$ cat config.mk
export PLATFORM = sky130hd
export DESIGN_NAME = arm_regfile_mp_flat
export DESIGN_NICKNAME = d
export VERILOG_FILES = /design/src/rtl/arm_regfile_mp_if.sv /design/src/rtl/arm_regfile_mp.sv /design/src/flat_wrapper.sv
export SDC_FILE = /design/constraint.sdc
export NUM_CORES = 2
export LEC_CHECK = 0
export CAP_MARGIN = 20
export CORE_MARGIN = 1.5
export CORE_UTILIZATION = 45
export DETAILED_ROUTE_END_ITERATION = 8
export PLACE_DENSITY_LB_ADDON = 0.25
export SLEW_MARGIN = 25
export SYNTH_ARGS = -nofsm -noshare
export SYNTH_HDL_FRONTEND = slang
export SYNTH_SLANG_ARGS = --single-unit
$ cat constraint.sdc
create_clock -name clk -period 4.5 [get_ports clk]
set_input_delay 0.45 -clock clk [delete_from_list [all_inputs] [get_ports clk]]
set_output_delay 0.45 -clock clk [all_outputs]
set_load 0.01 [all_outputs]
$ cat src/rtl/arm_regfile_mp_if.sv
// ----------------------------------------------------------------------------
// arm_regfile_mp_if
//
// Purpose: bundles the decode-side read port and writeback-side write ports
// of the multi-port register file into one interface.
//
// Modports:
//   master - pipeline side: drives read enable/addresses, both write ports
//            and the fetch PC update; receives read data and the stored PC.
//   slave  - register file side (arm_regfile_mp).
//
// Signals:
//   rd_en           1       sample read addresses (0 holds rdata)
//   raddr           NR*AW   read addresses, port k at [k*AW +: AW]
//   rdata           NR*DW   registered read data, port k at [k*DW +: DW]
//   we0/waddr0/wdata0       write port 0 (ALU result)
//   we1/waddr1/wdata1       write port 1 (load / base writeback, wins ties)
//   pc_we/pc_in             next PC from fetch
//   pc_out          DW      stored PC, no read offset
// ----------------------------------------------------------------------------
interface arm_regfile_mp_if #(
    parameter int DW   = 32,
    parameter int NREG = 16,
    parameter int NR   = 3
);
    localparam int AW = $clog2(NREG);

    logic             rd_en;
    logic [NR*AW-1:0] raddr;
    logic [NR*DW-1:0] rdata;

    logic             we0;
    logic [AW-1:0]    waddr0;
    logic [DW-1:0]    wdata0;

    logic             we1;
    logic [AW-1:0]    waddr1;
    logic [DW-1:0]    wdata1;

    logic             pc_we;
    logic [DW-1:0]    pc_in;
    logic [DW-1:0]    pc_out;

    modport master (
        output rd_en, raddr,
        output we0, waddr0, wdata0,
        output we1, waddr1, wdata1,
        output pc_we, pc_in,
        input  rdata, pc_out
    );

    modport slave (
        input  rd_en, raddr,
        input  we0, waddr0, wdata0,
        input  we1, waddr1, wdata1,
        input  pc_we, pc_in,
        output rdata, pc_out
    );
endinterface

$ cat src/rtl/arm_regfile_mp.sv
// ----------------------------------------------------------------------------
// arm_regfile_mp
//
// Purpose: parametrised multi-port register file for the pipelined ARM core.
// Sits between decode (read addresses) and writeback (write ports) and owns
// the architectural PC register (index PC_IDX).
//
//   - NR registered read ports with a common hold (rd_en=0 keeps rdata).
//   - Two write ports; port 1 beats port 0 on an address collision.
//   - PC register follows pc_in every cycle pc_we=1 unless a write port
//     targets PC_IDX in the same cycle.
//   - Reading PC_IDX through a read port returns PC + PC_RD_OFS (mod 2^DW);
//     pc_out is the raw stored PC.
//
// Ports:
//   clk    in   clock, rising edge
//   reset  in   synchronous, active-high; clears all registers and rdata
//   bus    slave modport of arm_regfile_mp_if (see that file for signals)
//
// Configuration:
//   REGFILE_BYPASS_EN  when defined, reads see this cycle's pending write
//                      (port 1, then port 0, then pc_in, then stored value).
//                      When undefined, reads see only stored values and no
//                      combinational path exists from write ports to rdata.
// ----------------------------------------------------------------------------
module arm_regfile_mp #(
    parameter int DW        = 32,
    parameter int NREG      = 16,
    parameter int NR        = 3,
    parameter int PC_IDX    = 15,
    parameter int PC_RD_OFS = 8
) (
    input  logic               clk,
    input  logic               reset,
    arm_regfile_mp_if.slave    bus
);
    localparam int AW = $clog2(NREG);
    localparam logic [AW-1:0] PC_ADDR = AW'(PC_IDX);

    // Adds the pipeline read offset when the register read is the PC; the
    // sum wraps naturally at DW bits.
    function automatic logic [DW-1:0] pcReadAdjust(input logic [DW-1:0] value,
                                                   input logic          isPc);
        return isPc ? value + DW'(PC_RD_OFS) : value;
    endfunction

    logic [DW-1:0]    regs     [NREG];
    logic [DW-1:0]    regsNext [NREG];
    logic [DW-1:0]    readVal  [NR];
    logic [NR*DW-1:0] rdataQ;

    // Next-state for every register. Later assignments win, which encodes
    // the priority: port 1 over port 0 over the fetch PC update.
    always_comb begin
        for (int r = 0; r < NREG; r++) begin
            regsNext[r] = regs[r];
            if (r == PC_IDX && bus.pc_we) begin
                regsNext[r] = bus.pc_in;
            end
            if (bus.we0 && bus.waddr0 == AW'(r)) begin
                regsNext[r] = bus.wdata0;
            end
            if (bus.we1 && bus.waddr1 == AW'(r)) begin
                regsNext[r] = bus.wdata1;
            end
        end
    end

    // Read-port value selection. With bypass, the already-prioritised
    // next-state is the forwarded value, so the same priority applies.
    always_comb begin
        for (int k = 0; k < NR; k++) begin
`ifdef REGFILE_BYPASS_EN
            readVal[k] = pcReadAdjust(regsNext[bus.raddr[k*AW +: AW]],
                                      bus.raddr[k*AW +: AW] == PC_ADDR);
`else
            readVal[k] = pcReadAdjust(regs[bus.raddr[k*AW +: AW]],
                                      bus.raddr[k*AW +: AW] == PC_ADDR);
`endif
        end
    end

    // Register array and read-data stage
    always_ff @(posedge clk) begin
        if (reset) begin
            for (int r = 0; r < NREG; r++) begin
                regs[r] <= '0;
            end
            rdataQ <= '0;
        end else begin
            for (int r = 0; r < NREG; r++) begin
                regs[r] <= regsNext[r];
            end
            if (bus.rd_en) begin
                for (int k = 0; k < NR; k++) begin
                    rdataQ[k*DW +: DW] <= readVal[k];
                end
            end
        end
    end

    assign bus.rdata  = rdataQ;
    assign bus.pc_out = regs[PC_IDX];

endmodule

$ cat src/flat_wrapper.sv
// flat-port wrapper written by rule: the top's interface ports become plain ports
module arm_regfile_mp_flat 
#(
    parameter int DW        = 32,
    parameter int NREG      = 16,
    parameter int NR        = 3,
    parameter int PC_IDX    = 15,
    parameter int PC_RD_OFS = 8
)
  (clk, reset, bus_rd_en, bus_raddr, bus_we0, bus_waddr0, bus_wdata0, bus_we1, bus_waddr1, bus_wdata1, bus_pc_we, bus_pc_in, bus_rdata, bus_pc_out);
  arm_regfile_mp_if #(.DW(DW), .NREG(NREG), .NR(NR)) bus_i ();
  input  logic clk;
  input  logic reset;
  input wire logic [$bits(bus_i.rd_en)-1:0] bus_rd_en;
  input wire logic [$bits(bus_i.raddr)-1:0] bus_raddr;
  input wire logic [$bits(bus_i.we0)-1:0] bus_we0;
  input wire logic [$bits(bus_i.waddr0)-1:0] bus_waddr0;
  input wire logic [$bits(bus_i.wdata0)-1:0] bus_wdata0;
  input wire logic [$bits(bus_i.we1)-1:0] bus_we1;
  input wire logic [$bits(bus_i.waddr1)-1:0] bus_waddr1;
  input wire logic [$bits(bus_i.wdata1)-1:0] bus_wdata1;
  input wire logic [$bits(bus_i.pc_we)-1:0] bus_pc_we;
  input wire logic [$bits(bus_i.pc_in)-1:0] bus_pc_in;
  output wire logic [$bits(bus_i.rdata)-1:0] bus_rdata;
  output wire logic [$bits(bus_i.pc_out)-1:0] bus_pc_out;
  assign bus_i.rd_en = bus_rd_en;
  assign bus_i.raddr = bus_raddr;
  assign bus_i.we0 = bus_we0;
  assign bus_i.waddr0 = bus_waddr0;
  assign bus_i.wdata0 = bus_wdata0;
  assign bus_i.we1 = bus_we1;
  assign bus_i.waddr1 = bus_waddr1;
  assign bus_i.wdata1 = bus_wdata1;
  assign bus_i.pc_we = bus_pc_we;
  assign bus_i.pc_in = bus_pc_in;
  assign bus_rdata = bus_i.rdata;
  assign bus_pc_out = bus_i.pc_out;
  arm_regfile_mp #(.DW(DW), .NREG(NREG), .NR(NR), .PC_IDX(PC_IDX), .PC_RD_OFS(PC_RD_OFS)) u_core (.clk(clk), .reset(reset), .bus(bus_i));
endmodule
---- Word-level counts from Yosys, hierarchy flattened ----
Memories as Yosys holds them, arrays and structs flattened.
Cells that the tools add are included.
storage, ports and cells
  bits in registers ....................... 96
  logic and storage cells ................. 173
  output and inout port bits .............. 128
  RAM bits ................................ 512
  memories kept ........................... 1
operators by class
  equal/unequal tests ..................... 48
  add/subtract/negate cells ............... 3
  bitwise operators ....................... 16
  mux-type cells .......................... 55
  reduce and logical (&&, ||, !) cells .... 49
memories
  memory       depth  bits a word  rd ports  clocked after memory_dff  write ports  RTL line              source
  u_core.regs  16     32           4         0                         16           arm_regfile_mp.sv:47  logic [DW-1:0] regs [NREG];
operator list
  cell                                                             number
  32-bit two-way mux                                               52
  32-bit by 4-bit adder with 32-bit output, second input constant  3
  4-bit == test, second input constant                             19
  4-bit by 3-bit == test with 1-bit output, second input constant  8
  1-bit logical AND                                                32
  2-bit != test, second input constant                             15
  2-bit AND reduction                                              15
  4-bit by 2-bit == test with 1-bit output, second input constant  4
  1-bit OR                                                         16
  4-bit by 1-bit == test with 1-bit output, second input constant  2
  4-bit zero test                                                  2
  1-bit two-way mux                                                3

---- Depth between registers and ports, before layout ----
  depth in word-level cells ............... 5
  gate-level depth with buffers ........... 17
  mapped depth without buffers ............ 11

---- Worst setup path after synthesis ----
Ideal clock, no wire load.
  path type ............................... input -> register
  from .................................... in bus_raddr[9]
  to ...................................... reg u_core.rdataQ[85] (netlist: u_core.bus.rdata[85])
  stages .................................. 16
  path slack .............................. 536 ps
  arrival time ............................ 3901 ps
  library setup time ...................... 63 ps
  path through ............................ buf_6 > buf_12 > buf_12 > buf_4 > buf_4 > clkbuf_1 > clkbuf_1 > a211oi_1 > a31oi_1 > ha_1 > nand2_1 > nor4_2 > nand2_1 > or4_1 > or4_1 > nand3_1
between the ends
  longest elaborated chain between the ends .. 3
  elaborated cells on any way between the ends .. 4
  those cells by class .................... add/sub: 1; eq/ne: 1; mux: 1; memory: 1
ends and longest elaborated chain
  item                                      RTL line              source
  start: declaration                        flat_wrapper.sv:15    input wire logic [$bits(bus_i.raddr)-1:0] bus_raddr;
  memory read 16 x 32 bit                   n/a
  32-bit by 4-bit adder with 32-bit output  arm_regfile_mp.sv:44  return isPc ? value + DW'(PC_RD_OFS) : value;
  32-bit two-way mux (*)                    arm_regfile_mp.sv:44
  end signal: indexed assignment            arm_regfile_mp.sv:96  rdataQ[k*DW +: DW] <= readVal[k];
  end: declaration                          arm_regfile_mp.sv:50  logic [NR*DW-1:0] rdataQ;
Mark *: on every way between the ends. The rest lies on a longest branch, timed or not.
A chain may end at the register's enable or synchronous reset.

---- Worst setup path after layout ----
  from .................................... in bus_raddr[3]
  to ...................................... reg u_core.rdataQ[25] (netlist: u_core.bus.rdata[25])
The elaborated chain is that of the path after synthesis.

==> results.toml <==
[placement]
io_buffers = 249
place.gp.congestion = 1.025
place_hpwl_um = 112800
pre_cts_ws_ns = 0.3566
dp.cells = 5089
placed_area_mm2 = 0.04443

[global_routing]
grt_overflow = 0
grt_max_degree = 108
grt_pass1_vias = 34570
antenna_found_initial = 3
grt_pass1_wl_um = 249000
gr-usage-all-layers_pct = 36.91

[power]
power_frac_clock_pct = 37.8
irDropWorstVdd_mv = 0.2479
p_sw_share_pct = 29.81
p_sw_w = 0.004983
p_per_area_mw_per_mm2 = 356.2
p_leak_nw = 16.41
p_seq_share_pct = 41.5
comb_power_share_pct = 20.7
p_int_w = 0.01173

[clock_network]
clockRootBuffer = "clkbuf_16"
cts_tree = "built"
cts_buffers = 74
ctsHoldBuffers = 0
clock_sinks = 608
cts_buffer_depth = 3
ctsResizeCount = 0
clkLatencyLatePin_ns = 0.66
path_clk_slew_ns = 0.06
post-cts-setup-buffers = 0
cts_max_level = 3

[finish]
diodes = 0
design_area_mm2 = 0.04694
nets = 4114
drive_gt1_share_pct = 18.46
area.growth.synth_to_final_pct = 14.21
mostFrequentLayoutCells = "nand2_1, a21oi_1, edfxtp_1"
final_common_cell = "nand2_1"
fin_cells = 5223
nFillCells = 7779

[sta]
hold_viol = 0
fin_worst_skew_ns = 0.02265
fin_crit_ns = 3.656
setup_violations = 0
maxSlewViolCount = 0
grt_setup_unrepaired = "no"
fin_setup_tns_ns = 0
fmax_mhz = 273.5
relSlewSlack_pct = 28.09
fin_ws_ns = 0.8443
worst_pin_slew_ns = 1.079
finalHoldWorstSlack_ns = 0.1819
post-route-period-util_pct = 81.24

[worst_setup_path]
critPathTopFamily = "simple AND/OR/NAND/NOR gates"
arrival_ns = 4.19
cp_cell_sequence = "clkdlybuf4s50_1, nor2b_2, buf_4, a22oi_1, nand2_1, ha_1, and2_1, nand4_1, nor3_1, a311oi_1, a2111oi_0"
critPathKind = "input pin to flop"
r2r-end = "u_core.bus.rdata[95]$_SDFFE_PP0P_"
rrSetupSlack_ns = 1.15
start_kind = "input pin"
r2r-start = "u_core.regs[15][4]$_SDFFE_PP0P_"
worstPathRequired_ns = 5.03
max_stage_delay_ns = 0.97
setup.worst_path.end_class = "flop"
critical_path_peak_fanout = 12
cp.buffers_inverters = 2
slowest_stage = "clkdlybuf4s50_1"
reg2regPathDepth = 9

[drt]
ant_nets = 0
wl_per_cell_um = 33.46
routed_wl_um = 174800
vias = 36820
dr.pass1.iters = 9
drt_iter0_markers = 6747
viasPerCell = 7.050
drc_errors = 2

[yosys]
synth.mux.area_fraction_pct = 24.74
yosysUniqueCellTypes = 86
synth-seq-cells = 608
syn_area_mm2 = 0.04109
synthesis.nets = 4088
synth_area_leaders = "edfxtp_1, mux4_2, nand2_1"
synth_top_family_by_area = "multiplexers"
ys_async_sr_fraction_pct = 0
netlist_instances = 3963
synthXorXnorAreaFrac_pct = 0.7673
ys.flop_type = "edfxtp_1"
yosys.area_share.simple_pct = 15.73
synthAdderAreaFrac_pct = 0.09134
yosys_warnings = 0
netlist.area_leader.share_pct = 35.07
synth_compound_area_share_pct = 11.87
yosysSeqAreaShare_pct = 41.31
synth_edf_count = 480
syn_avg_cell_area_um2 = 10.37
yosysTopAreaCell = "edfxtp_1"

[worst_hold_path]
holdPathEnd = "u_core.regs[15][22]$_SDFFE_PP0P_"
min_delay_path_depth = 2
worstHoldStart = "reset"
hold_class = "input pin to flop"

[die]
io-pin-count = 250
rows = 110
die_w_um = 305.2
die_area_mm2 = 0.09314
initial_utilization_pct = 45.52
core-area_mm2 = 0.09029
die_y_um = 305.2

[flow_run]
drv_cap = 0

[outcome]
status = "complete, but fails checks"
violations = "DRC"
==> cells in the mapped netlist (23+ instances only) <==
master and count:
buf_2 34, nand2_1 1072, a22oi_1 71, nor2_1 200
a21oi_1 537, mux4_1 33, a311oi_1 33, edfxtp_1 480
mux2i_1 68, a211oi_1 75, nand3_1 36, buf_1 35
mux4_2 375, buf_6 23, clkbuf_1 328, nor4_1 28
dfxtp_1 128
==> power by group through the flow <==
stage	Combinational [W]	Sequential, W	Clock [W]
floorplan	0.00204	0.00690	0
global placement	0.00330	0.00700	0
detailed placement	0.00332	0.00703	0
CTS	0.00334	0.00691	0.00631
global route	0.00357	0.00697	0.00650
finish	0.00345	0.00694	0.00633
==> cell type report <==
type / count / area [um2] / area share, %
inverter: 20 / 75.07 / 0.1599
tap: 1176 / 1471 / 3.135
sequential: 608 / 16980 / 36.17
multi-input combinational: 2878 / 22050 / 46.98
clock inverter: 33 / 370.4 / 0.7891
timing repair buffer: 407 / 3864 / 8.232
clock buffer: 101 / 2128 / 4.535
==> registers in the layout, summed over array words and instances, names as in the netlist <==
signal            count
u_core.regs         512
u_core.bus.rdata     96
==> per-layer routing <==
| layer | wire length [um] | track usage [%] | part of all wire [%] | up-vias |
|---|---|---|---|---|
| met2 | 73860 | 53.47 | 42 | 3529 |
| li1 | - | - | - | 14830 |
| met5 | 45 | 0 | 0.026 | - |
| met3 | 28380 | 13.65 | 16 | 750 |
| met4 | 12060 | 20.71 | 6.9 | 6 |
| met1 | 60400 | 47.76 | 35 | 17700 |
==> through the flow <==
| step | power (W) | util [%] |
|---|---|---|
| after global routing | 0.01704 | 51.98 |
| final | 0.01672 | 51.98 |
| after detailed placement | 0.01035 | 49.21 |
| after floorplan | 0.008945 | - |
| after global placement | 0.01030 | 49.19 |
| after CTS | 0.01655 | 51.97 |
==> worst max path at each step <==
stage,slack [ns],from,cells past startpoint,to
after floorplan,0.54,bus_raddr[9],16,u_core.bus.rdata[85]$_SDFFE_PP0P_
after global placement,0.46,bus_raddr[7],10,u_core.bus.rdata[59]$_SDFFE_PP0P_
after detailed placement,0.36,bus_raddr[3],11,u_core.bus.rdata[25]$_SDFFE_PP0P_
after CTS,1.01,bus_raddr[3],11,u_core.bus.rdata[25]$_SDFFE_PP0P_
after global routing,0.58,bus_raddr[3],11,u_core.bus.rdata[25]$_SDFFE_PP0P_
final,0.84,bus_raddr[3],11,u_core.bus.rdata[25]$_SDFFE_PP0P_
==> cells by family (layout without fill, tap and decap cells) <==
| logic type | after synthesis | after routing |
|---|---|---|
| AND/OR/NAND/NOR | 1529 | 1529 |
| AO/OA/AOI/OAI | 822 | 822 |
| flip-flops | 608 | 608 |
| multiplexers | 488 | 488 |
| buffers and inverters | 477 | 561 |
| XOR/XNOR | 36 | 36 |
| adder cells (fa/ha/maj) | 3 | 3 |
Power figures use the tool's default switching activity.
